File: src/rtl/vscale_htif_pkg.sv
// vscale_htif_pkg: shared HTIF/CSR widths, PCR timeout default and PCR master FSM encoding
package vscale_htif_pkg;
    localparam int CSR_ADDR_WIDTH = 12;
    localparam int HTIF_PCR_WIDTH = 64;
    localparam int PCR_TIMEOUT_CYCLES = 255;
    typedef enum logic [1:0] {ST_IDLE, ST_REQ, ST_WAIT, ST_RSP} pcr_state_t;
endpackage

File: src/rtl/vscale_htif_pcr_master_if.sv
// vscale_htif_pcr_master_if: host command/response and PCR request/response channels
interface vscale_htif_pcr_master_if
    import vscale_htif_pkg::*;
#(
    parameter int ADDR_W = CSR_ADDR_WIDTH,
    parameter int DATA_W = HTIF_PCR_WIDTH
);
    logic              host_cmd_valid;
    logic              host_cmd_ready;
    logic              host_cmd_rw;
    logic [ADDR_W-1:0] host_cmd_addr;
    logic [DATA_W-1:0] host_cmd_data;
    logic              host_rsp_valid;
    logic              host_rsp_ready;
    logic [DATA_W-1:0] host_rsp_data;
    logic              host_rsp_err;
    logic              htif_pcr_req_valid;
    logic              htif_pcr_req_ready;
    logic              htif_pcr_req_rw;
    logic [ADDR_W-1:0] htif_pcr_req_addr;
    logic [DATA_W-1:0] htif_pcr_req_data;
    logic              htif_pcr_resp_valid;
    logic              htif_pcr_resp_ready;
    logic [DATA_W-1:0] htif_pcr_resp_data;
    modport master (
        input  host_cmd_valid, host_cmd_rw, host_cmd_addr, host_cmd_data, host_rsp_ready,
        input  htif_pcr_req_ready, htif_pcr_resp_valid, htif_pcr_resp_data,
        output host_cmd_ready, host_rsp_valid, host_rsp_data, host_rsp_err,
        output htif_pcr_req_valid, htif_pcr_req_rw, htif_pcr_req_addr, htif_pcr_req_data,
        output htif_pcr_resp_ready
    );
    modport slave (
        output host_cmd_valid, host_cmd_rw, host_cmd_addr, host_cmd_data, host_rsp_ready,
        output htif_pcr_req_ready, htif_pcr_resp_valid, htif_pcr_resp_data,
        input  host_cmd_ready, host_rsp_valid, host_rsp_data, host_rsp_err,
        input  htif_pcr_req_valid, htif_pcr_req_rw, htif_pcr_req_addr, htif_pcr_req_data,
        input  htif_pcr_resp_ready
    );
endinterface

File: src/rtl/vscale_htif_timeout_ctr.sv
// vscale_htif_timeout_ctr: WAIT-cycle counter, flags the cycle whose increment reaches LIMIT
module vscale_htif_timeout_ctr #(
    parameter int LIMIT = 255
) (
    input  logic clk,
    input  logic reset_n,
    input  logic i_load,
    input  logic i_en,
    output logic o_expired
);
    localparam int CW = $clog2(LIMIT + 1);
    localparam logic [CW-1:0] LAST = CW'(LIMIT - 1);
    localparam logic [CW-1:0] TOP = CW'(LIMIT);
    logic [CW-1:0] r_cnt;
    always_ff @(posedge clk or negedge reset_n) begin
        if (!reset_n) r_cnt <= '0;
        else if (i_load) r_cnt <= '0;
        else if (i_en && r_cnt != TOP) r_cnt <= r_cnt + 1'b1;
    end
    assign o_expired = i_en && r_cnt == LAST;
endmodule

File: src/rtl/vscale_htif_pcr_master.sv
// vscale_htif_pcr_master: turns host CSR commands into single outstanding PCR transactions with timeout
module vscale_htif_pcr_master
    import vscale_htif_pkg::*;
#(
    parameter int TIMEOUT_CYCLES = PCR_TIMEOUT_CYCLES,
    parameter int ADDR_W = CSR_ADDR_WIDTH,
    parameter int DATA_W = HTIF_PCR_WIDTH
) (
    input  logic clk,
    input  logic reset_n,
    vscale_htif_pcr_master_if.master bus,
    output logic [7:0] stale_cnt
);
    pcr_state_t        r_state;
    logic              r_rw;
    logic [ADDR_W-1:0] r_addr;
    logic [DATA_W-1:0] r_data;
    logic [DATA_W-1:0] r_rsp_data;
    logic              r_rsp_err;
    logic [7:0]        r_stale;
    logic              w_load;
    logic              w_en;
    logic              w_expired;
    assign w_load = r_state == ST_REQ && bus.htif_pcr_req_ready;
    assign w_en   = r_state == ST_WAIT && !bus.htif_pcr_resp_valid;
    vscale_htif_timeout_ctr #(.LIMIT(TIMEOUT_CYCLES)) u_ctr (
        .clk(clk), .reset_n(reset_n), .i_load(w_load), .i_en(w_en), .o_expired(w_expired)
    );
    always_ff @(posedge clk or negedge reset_n) begin
        if (!reset_n) begin
            r_state    <= ST_IDLE;
            r_rw       <= 1'b0;
            r_addr     <= '0;
            r_data     <= '0;
            r_rsp_data <= '0;
            r_rsp_err  <= 1'b0;
            r_stale    <= '0;
        end else begin
            // responses outside WAIT belong to an abandoned request
            if (r_state != ST_WAIT && bus.htif_pcr_resp_valid && r_stale != 8'hFF) r_stale <= r_stale + 8'd1;
            case (r_state)
                ST_IDLE: if (bus.host_cmd_valid) begin
                    r_rw    <= bus.host_cmd_rw;
                    r_addr  <= bus.host_cmd_addr;
                    r_data  <= bus.host_cmd_data;
                    r_state <= ST_REQ;
                end
                ST_REQ: if (bus.htif_pcr_req_ready) r_state <= ST_WAIT;
                ST_WAIT: if (bus.htif_pcr_resp_valid) begin
                    r_rsp_data <= bus.htif_pcr_resp_data;
                    r_rsp_err  <= 1'b0;
                    r_state    <= ST_RSP;
                end else if (w_expired) begin
                    r_rsp_data <= '0;
                    r_rsp_err  <= 1'b1;
                    r_state    <= ST_RSP;
                end
                ST_RSP: if (bus.host_rsp_ready) r_state <= ST_IDLE;
                default: r_state <= ST_IDLE;
            endcase
        end
    end
    assign bus.host_cmd_ready      = r_state == ST_IDLE;
    assign bus.host_rsp_valid      = r_state == ST_RSP;
    assign bus.host_rsp_data       = r_rsp_data;
    assign bus.host_rsp_err        = r_rsp_err;
    assign bus.htif_pcr_req_valid  = r_state == ST_REQ;
    assign bus.htif_pcr_req_rw     = r_rw;
    assign bus.htif_pcr_req_addr   = r_addr;
    assign bus.htif_pcr_req_data   = r_data;
    assign bus.htif_pcr_resp_ready = 1'b1;
    assign stale_cnt               = r_stale;
endmodule
File: src/flat_wrapper.sv
// flat-port wrapper written by rule: the top's interface ports become plain ports
module vscale_htif_pcr_master_flat import vscale_htif_pkg::*;
#(
    parameter int TIMEOUT_CYCLES = PCR_TIMEOUT_CYCLES,
    parameter int ADDR_W = CSR_ADDR_WIDTH,
    parameter int DATA_W = HTIF_PCR_WIDTH
)
  (clk, reset_n, stale_cnt, bus_host_cmd_valid, bus_host_cmd_rw, bus_host_cmd_addr, bus_host_cmd_data, bus_host_rsp_ready, bus_htif_pcr_req_ready, bus_htif_pcr_resp_valid, bus_htif_pcr_resp_data, bus_host_cmd_ready, bus_host_rsp_valid, bus_host_rsp_data, bus_host_rsp_err, bus_htif_pcr_req_valid, bus_htif_pcr_req_rw, bus_htif_pcr_req_addr, bus_htif_pcr_req_data, bus_htif_pcr_resp_ready);
  vscale_htif_pcr_master_if #(.ADDR_W(ADDR_W), .DATA_W(DATA_W)) bus_i ();
  input  logic clk;
  input  logic reset_n;
  output logic [7:0] stale_cnt;
  input wire logic [$bits(bus_i.host_cmd_valid)-1:0] bus_host_cmd_valid;
  input wire logic [$bits(bus_i.host_cmd_rw)-1:0] bus_host_cmd_rw;
  input wire logic [$bits(bus_i.host_cmd_addr)-1:0] bus_host_cmd_addr;
  input wire logic [$bits(bus_i.host_cmd_data)-1:0] bus_host_cmd_data;
  input wire logic [$bits(bus_i.host_rsp_ready)-1:0] bus_host_rsp_ready;
  input wire logic [$bits(bus_i.htif_pcr_req_ready)-1:0] bus_htif_pcr_req_ready;
  input wire logic [$bits(bus_i.htif_pcr_resp_valid)-1:0] bus_htif_pcr_resp_valid;
  input wire logic [$bits(bus_i.htif_pcr_resp_data)-1:0] bus_htif_pcr_resp_data;
  output wire logic [$bits(bus_i.host_cmd_ready)-1:0] bus_host_cmd_ready;
  output wire logic [$bits(bus_i.host_rsp_valid)-1:0] bus_host_rsp_valid;
  output wire logic [$bits(bus_i.host_rsp_data)-1:0] bus_host_rsp_data;
  output wire logic [$bits(bus_i.host_rsp_err)-1:0] bus_host_rsp_err;
  output wire logic [$bits(bus_i.htif_pcr_req_valid)-1:0] bus_htif_pcr_req_valid;
  output wire logic [$bits(bus_i.htif_pcr_req_rw)-1:0] bus_htif_pcr_req_rw;
  output wire logic [$bits(bus_i.htif_pcr_req_addr)-1:0] bus_htif_pcr_req_addr;
  output wire logic [$bits(bus_i.htif_pcr_req_data)-1:0] bus_htif_pcr_req_data;
  output wire logic [$bits(bus_i.htif_pcr_resp_ready)-1:0] bus_htif_pcr_resp_ready;
  assign bus_i.host_cmd_valid = bus_host_cmd_valid;
  assign bus_i.host_cmd_rw = bus_host_cmd_rw;
  assign bus_i.host_cmd_addr = bus_host_cmd_addr;
  assign bus_i.host_cmd_data = bus_host_cmd_data;
  assign bus_i.host_rsp_ready = bus_host_rsp_ready;
  assign bus_i.htif_pcr_req_ready = bus_htif_pcr_req_ready;
  assign bus_i.htif_pcr_resp_valid = bus_htif_pcr_resp_valid;
  assign bus_i.htif_pcr_resp_data = bus_htif_pcr_resp_data;
  assign bus_host_cmd_ready = bus_i.host_cmd_ready;
  assign bus_host_rsp_valid = bus_i.host_rsp_valid;
  assign bus_host_rsp_data = bus_i.host_rsp_data;
  assign bus_host_rsp_err = bus_i.host_rsp_err;
  assign bus_htif_pcr_req_valid = bus_i.htif_pcr_req_valid;
  assign bus_htif_pcr_req_rw = bus_i.htif_pcr_req_rw;
  assign bus_htif_pcr_req_addr = bus_i.htif_pcr_req_addr;
  assign bus_htif_pcr_req_data = bus_i.htif_pcr_req_data;
  assign bus_htif_pcr_resp_ready = bus_i.htif_pcr_resp_ready;
  vscale_htif_pcr_master #(.TIMEOUT_CYCLES(TIMEOUT_CYCLES), .ADDR_W(ADDR_W), .DATA_W(DATA_W)) u_core (.clk(clk), .reset_n(reset_n), .bus(bus_i), .stale_cnt(stale_cnt));
endmodule
File: config.mk
export PLATFORM = sky130hd
export DESIGN_NAME = vscale_htif_pcr_master_flat
export DESIGN_NICKNAME = d
export VERILOG_FILES = /design/src/rtl/vscale_htif_pkg.sv /design/src/rtl/vscale_htif_pcr_master_if.sv /design/src/rtl/vscale_htif_timeout_ctr.sv /design/src/rtl/vscale_htif_pcr_master.sv /design/src/flat_wrapper.sv
export SDC_FILE = /design/constraint.sdc
export NUM_CORES = 1
export LEC_CHECK = 0
export CAP_MARGIN = 20
export CELL_PAD_IN_SITES_DETAIL_PLACEMENT = 0
export CELL_PAD_IN_SITES_GLOBAL_PLACEMENT = 1
export CORE_UTILIZATION = 32
export DETAILED_ROUTE_END_ITERATION = 10
export HOLD_SLACK_MARGIN = 0.05
export PLACE_DENSITY_LB_ADDON = 0.1
export SLEW_MARGIN = 30
export SYNTH_ARGS = -nofsm -noshare
export SYNTH_HDL_FRONTEND = slang
export SYNTH_SLANG_ARGS = --single-unit
export TNS_END_PERCENT = 100
File: constraint.sdc
create_clock -name clk -period 2.3 [get_ports clk]
set_input_delay 0.575 -clock clk [delete_from_list [all_inputs] [get_ports clk]]
set_output_delay 0.575 -clock clk [all_outputs]
set_load 0.01 [all_outputs]
==> summary.txt <==
Worst setup path
  – Worst EP required: ~1.7 ns
  – Crit start category: register
  – Reg2reg setup slack: 0.44 ns
  – Reg2reg end: u_core.u_ctr.r_cnt[4]
  – Worst Setup Path Type: reg2out
  – Worst-path fanout max: 4
  – Data arrival time of the critical path: 1.59 ns
  – Beginning of the worst register-to-register path: u_core.r_state[0]
  – Critical path endpoint category: primary output
  – Worst reg2reg path depth: 6

Drt
  – DRT Wirelength: 20.1 mm
  – Antenna Violating Nets Remaining: 0
  – DRT iter0 DRCs: approximately 190
  – Vias/cell: 4.81
  – Post-route DRC violation count: 0
  – Drt pass-1 iters: 4
  – DR vias: 5842
  – Wirelength per Cell: 16.6 microns

Logic synthesis
  – Top FF cell, synth: dfrtp_1
  – Synth unique cells: 42
  – Post-synthesis cell count: 628
  – Synth warnings: 0
  – Seq cells post-synth: between 150 and 200
  – Async SR Flop Fraction: 1.00
  – Syn_area_per_cell: 11.3 sq um
  – Cell area after synthesis: 0.00707 sq mm
  – Syn_nets: between 700 and 800
  – Post-synth EDFFs: 0
  – Seq/Total Area, Yosys: 0.566

CTS
  – Hold buffers post-CTS: 0
  – Clock Path Buffers: 2
  – CTS tree: built
  – CTS clk-pin slew, worst paths: 0.06 ns
  – Worst-Skew Late Latency: ~0.42 ns
  – CTS Sinks: 160
  – Max H-tree Level: 4
  – Clock root buffer: clkbuf_16
  – Num CTS Buffers: 17

Floorplan
  – Die W: 151 microns
  – Die area: roughly 0.023 sq mm
  – FP Rows: 54
  – Core area: 0.0218 sq mm
  – Ports: ~300
  – Initial Util: 0.325
  – Die H: ~150 microns

Global route
  – Largest net degree at the start of global routing: 65
  – Initial antenna violation count: 1
  – First-pass GRT wire length: between 30 and 40 mm
  – Vias in the first global route: 5971
  – Total track usage: 0.181
  – Total grt overflow: 0

Placement
  – Buffers on Ports: 299
  – Dpl cell area: 0.0104 sq mm
  – RePlAce Congestion: 0.801
  – DP HPWL: 14.5 mm
  – Pre-CTS setup slack: roughly 0.19 ns

Timing
  – Hold Vio Cnt, Final: 0
  – Setup ws final: 0.134 ns
  – Setup_tns: 0 ns
  – Final min period: about 2.2 ns
  – Unrepaired setup endpoints after global routing: false
  – Final period util: 0.942
  – Clock skew: about 0.010 ns
  – Finish-stage setup viols: 0
  – Slew Limit Fails: 0
  – Max frequency: roughly 0.46 GHz

Hold path
  – Hold Path Class: in2async

Status
  – Status: finished clean

Layout
  – Post-layout nets: 1076
  – Area grow syn2layout: 56.0%
  – Final design utilization: 0.507
  – Share of cells above drive strength 1: 0.113
  – Post-route cell area: 0.0110 sq mm

Flow run
  – Maxcap violations: 0

Power
  – Sequential share of power: 0.337
  – VDD IR max: between 400 and 500 uV
  – Pleak: 4.55 nW
  – Switching share of total power: 0.330
  – PwrDens: 1310 mW/mm^2
  – Clock power frac: 0.204
  – NetSw: 4.76 mW
  – Combinational share of power: 0.458
  – Int Pwr: 9.69 mW
cells in the final DEF (no fill, tap or decap), types with 3 or more instances in the layout:
master and instances:
nor2_1 4, clkbuf_16 17, o21ai_1 64, clkdlybuf4s50_1 296, mux2_2 47, nand2_1 70
nand3_1 3, clkinv_4 3, nor2b_1 65, dfrtp_1 160, inv_6 4, ha_1 5
mux2i_1 4, a211oi_1 6, mux2_1 32, buf_12 8, a21oi_1 72, buf_4 8
and3_1 3, nand2b_1 6, a31oi_1 6, inv_1 5, bufinv_16 3
per-stage QoR:
stage,power (mW),hold slack (ns),std cells
floorplan,7.99,0.279,628
global placement,11.4,0.473,1183
detailed placement,11.7,0.481,1183
CTS,14.7,0.0577,1214
global route,15.5,0.0717,1215
finish,14.4,0.0616,1215
power groups by stage:
| stage | sequential (mW) | combinational [mW] | clock, mW |
|---|---|---|---|
| floorplan | 5.39 | 2.60 | 0 |
| global placement | 4.84 | 6.61 | 0 |
| detailed placement | 4.92 | 6.73 | 0 |
| CTS | 4.89 | 6.74 | 3.06 |
| global route | 5.07 | 7.23 | 3.16 |
| finish | 4.87 | 6.62 | 2.95 |
cell usage after synthesis, types with 3 or more instances:
cell type	n	area, sq um
mux2_2	47	529
a31oi_1	6	37.5
mux2_1	32	360
inv_1	6	22.5
nor2b_1	65	407
mux2i_1	4	40.0
a21oi_1	72	360
nand2_1	71	267
a211oi_1	6	45.0
and3_1	3	18.8
nand3_1	3	15.0
clkbuf_1	12	45.0
dfrtp_1	160	4000
nor2_1	4	15.0
ha_1	7	87.6
buf_2	19	95.1
nand2b_1	6	37.5
and2_1	4	25.0
buf_6	8	90.1
o21ai_1	64	320
worst max-delay path, cell delays in order, from the launching register on:
cell	delay, ns
dfrtp_1	0.41
ha_1	0.20
clkdlybuf4s50_1	0.56
how the worst max path moves through the flow:
stage	start	end	slack, ns	cells past startpoint
after floorplan	u_core.r_state[0]	u_core.bus.htif_pcr_req_data[33]	0.60	6
after global placement	bus_htif_pcr_resp_valid	u_core.u_ctr.r_cnt[7]	0.22	4
after detailed placement	bus_htif_pcr_resp_valid	u_core.stale_cnt[7]	0.19	4
after CTS	u_core.r_state[0]	bus_host_rsp_valid	0.1	2
after global routing	u_core.r_state[0]	bus_host_rsp_valid	0.03	2
final	u_core.r_state[0]	bus_host_rsp_valid	0.13	2
timing repair:
item	4_1_cts	5_1_grt
setup buffers	0	0
resized for setup	3	0
endpoints found under the setup margin	2	0
metal layers:
layer  GRT usage  part of all wire
met5           0                 0
met4      0.0590             0.013
met3      0.0488             0.074
met2       0.306              0.50
met1       0.222              0.41
state kept, by name, indices dropped and copies added (netlist names):
register,cells
u_core.bus.htif_pcr_req_data,64
u_core.r_state,2
u_core.bus.host_rsp_data,64
u_core.u_ctr.r_cnt,8
u_core.bus.htif_pcr_req_addr,12
u_core.bus.htif_pcr_req_rw,1
u_core.bus.host_rsp_err,1
u_core.stale_cnt,8
area by class of cell:
| type | instances | area, sq um |
|---|---|---|
| fillers | 1967 | 10700 |
| clock inverters | 13 | 178 |
| inverters | 6 | 22.5 |
| flip-flops and latches | 160 | 4000 |
| repair buffers | 315 | 3210 |
| diodes | 1 | 2.50 |
| multi-input cells | 422 | 2820 |
| clock buffers | 18 | 439 |
| well taps | 280 | 350 |
logic make-up after synthesis:
logic type	Yosys count	synth area share
fa+ha+maj	7	0.0124
compound gates	160	0.122
other cells	1	0.000530
mux	83	0.132
flops	160	0.566
simple gates	170	0.129
buf+inv	46	0.0368
xor+xnor	1	0.00124
Power figures use the tool's default switching activity.
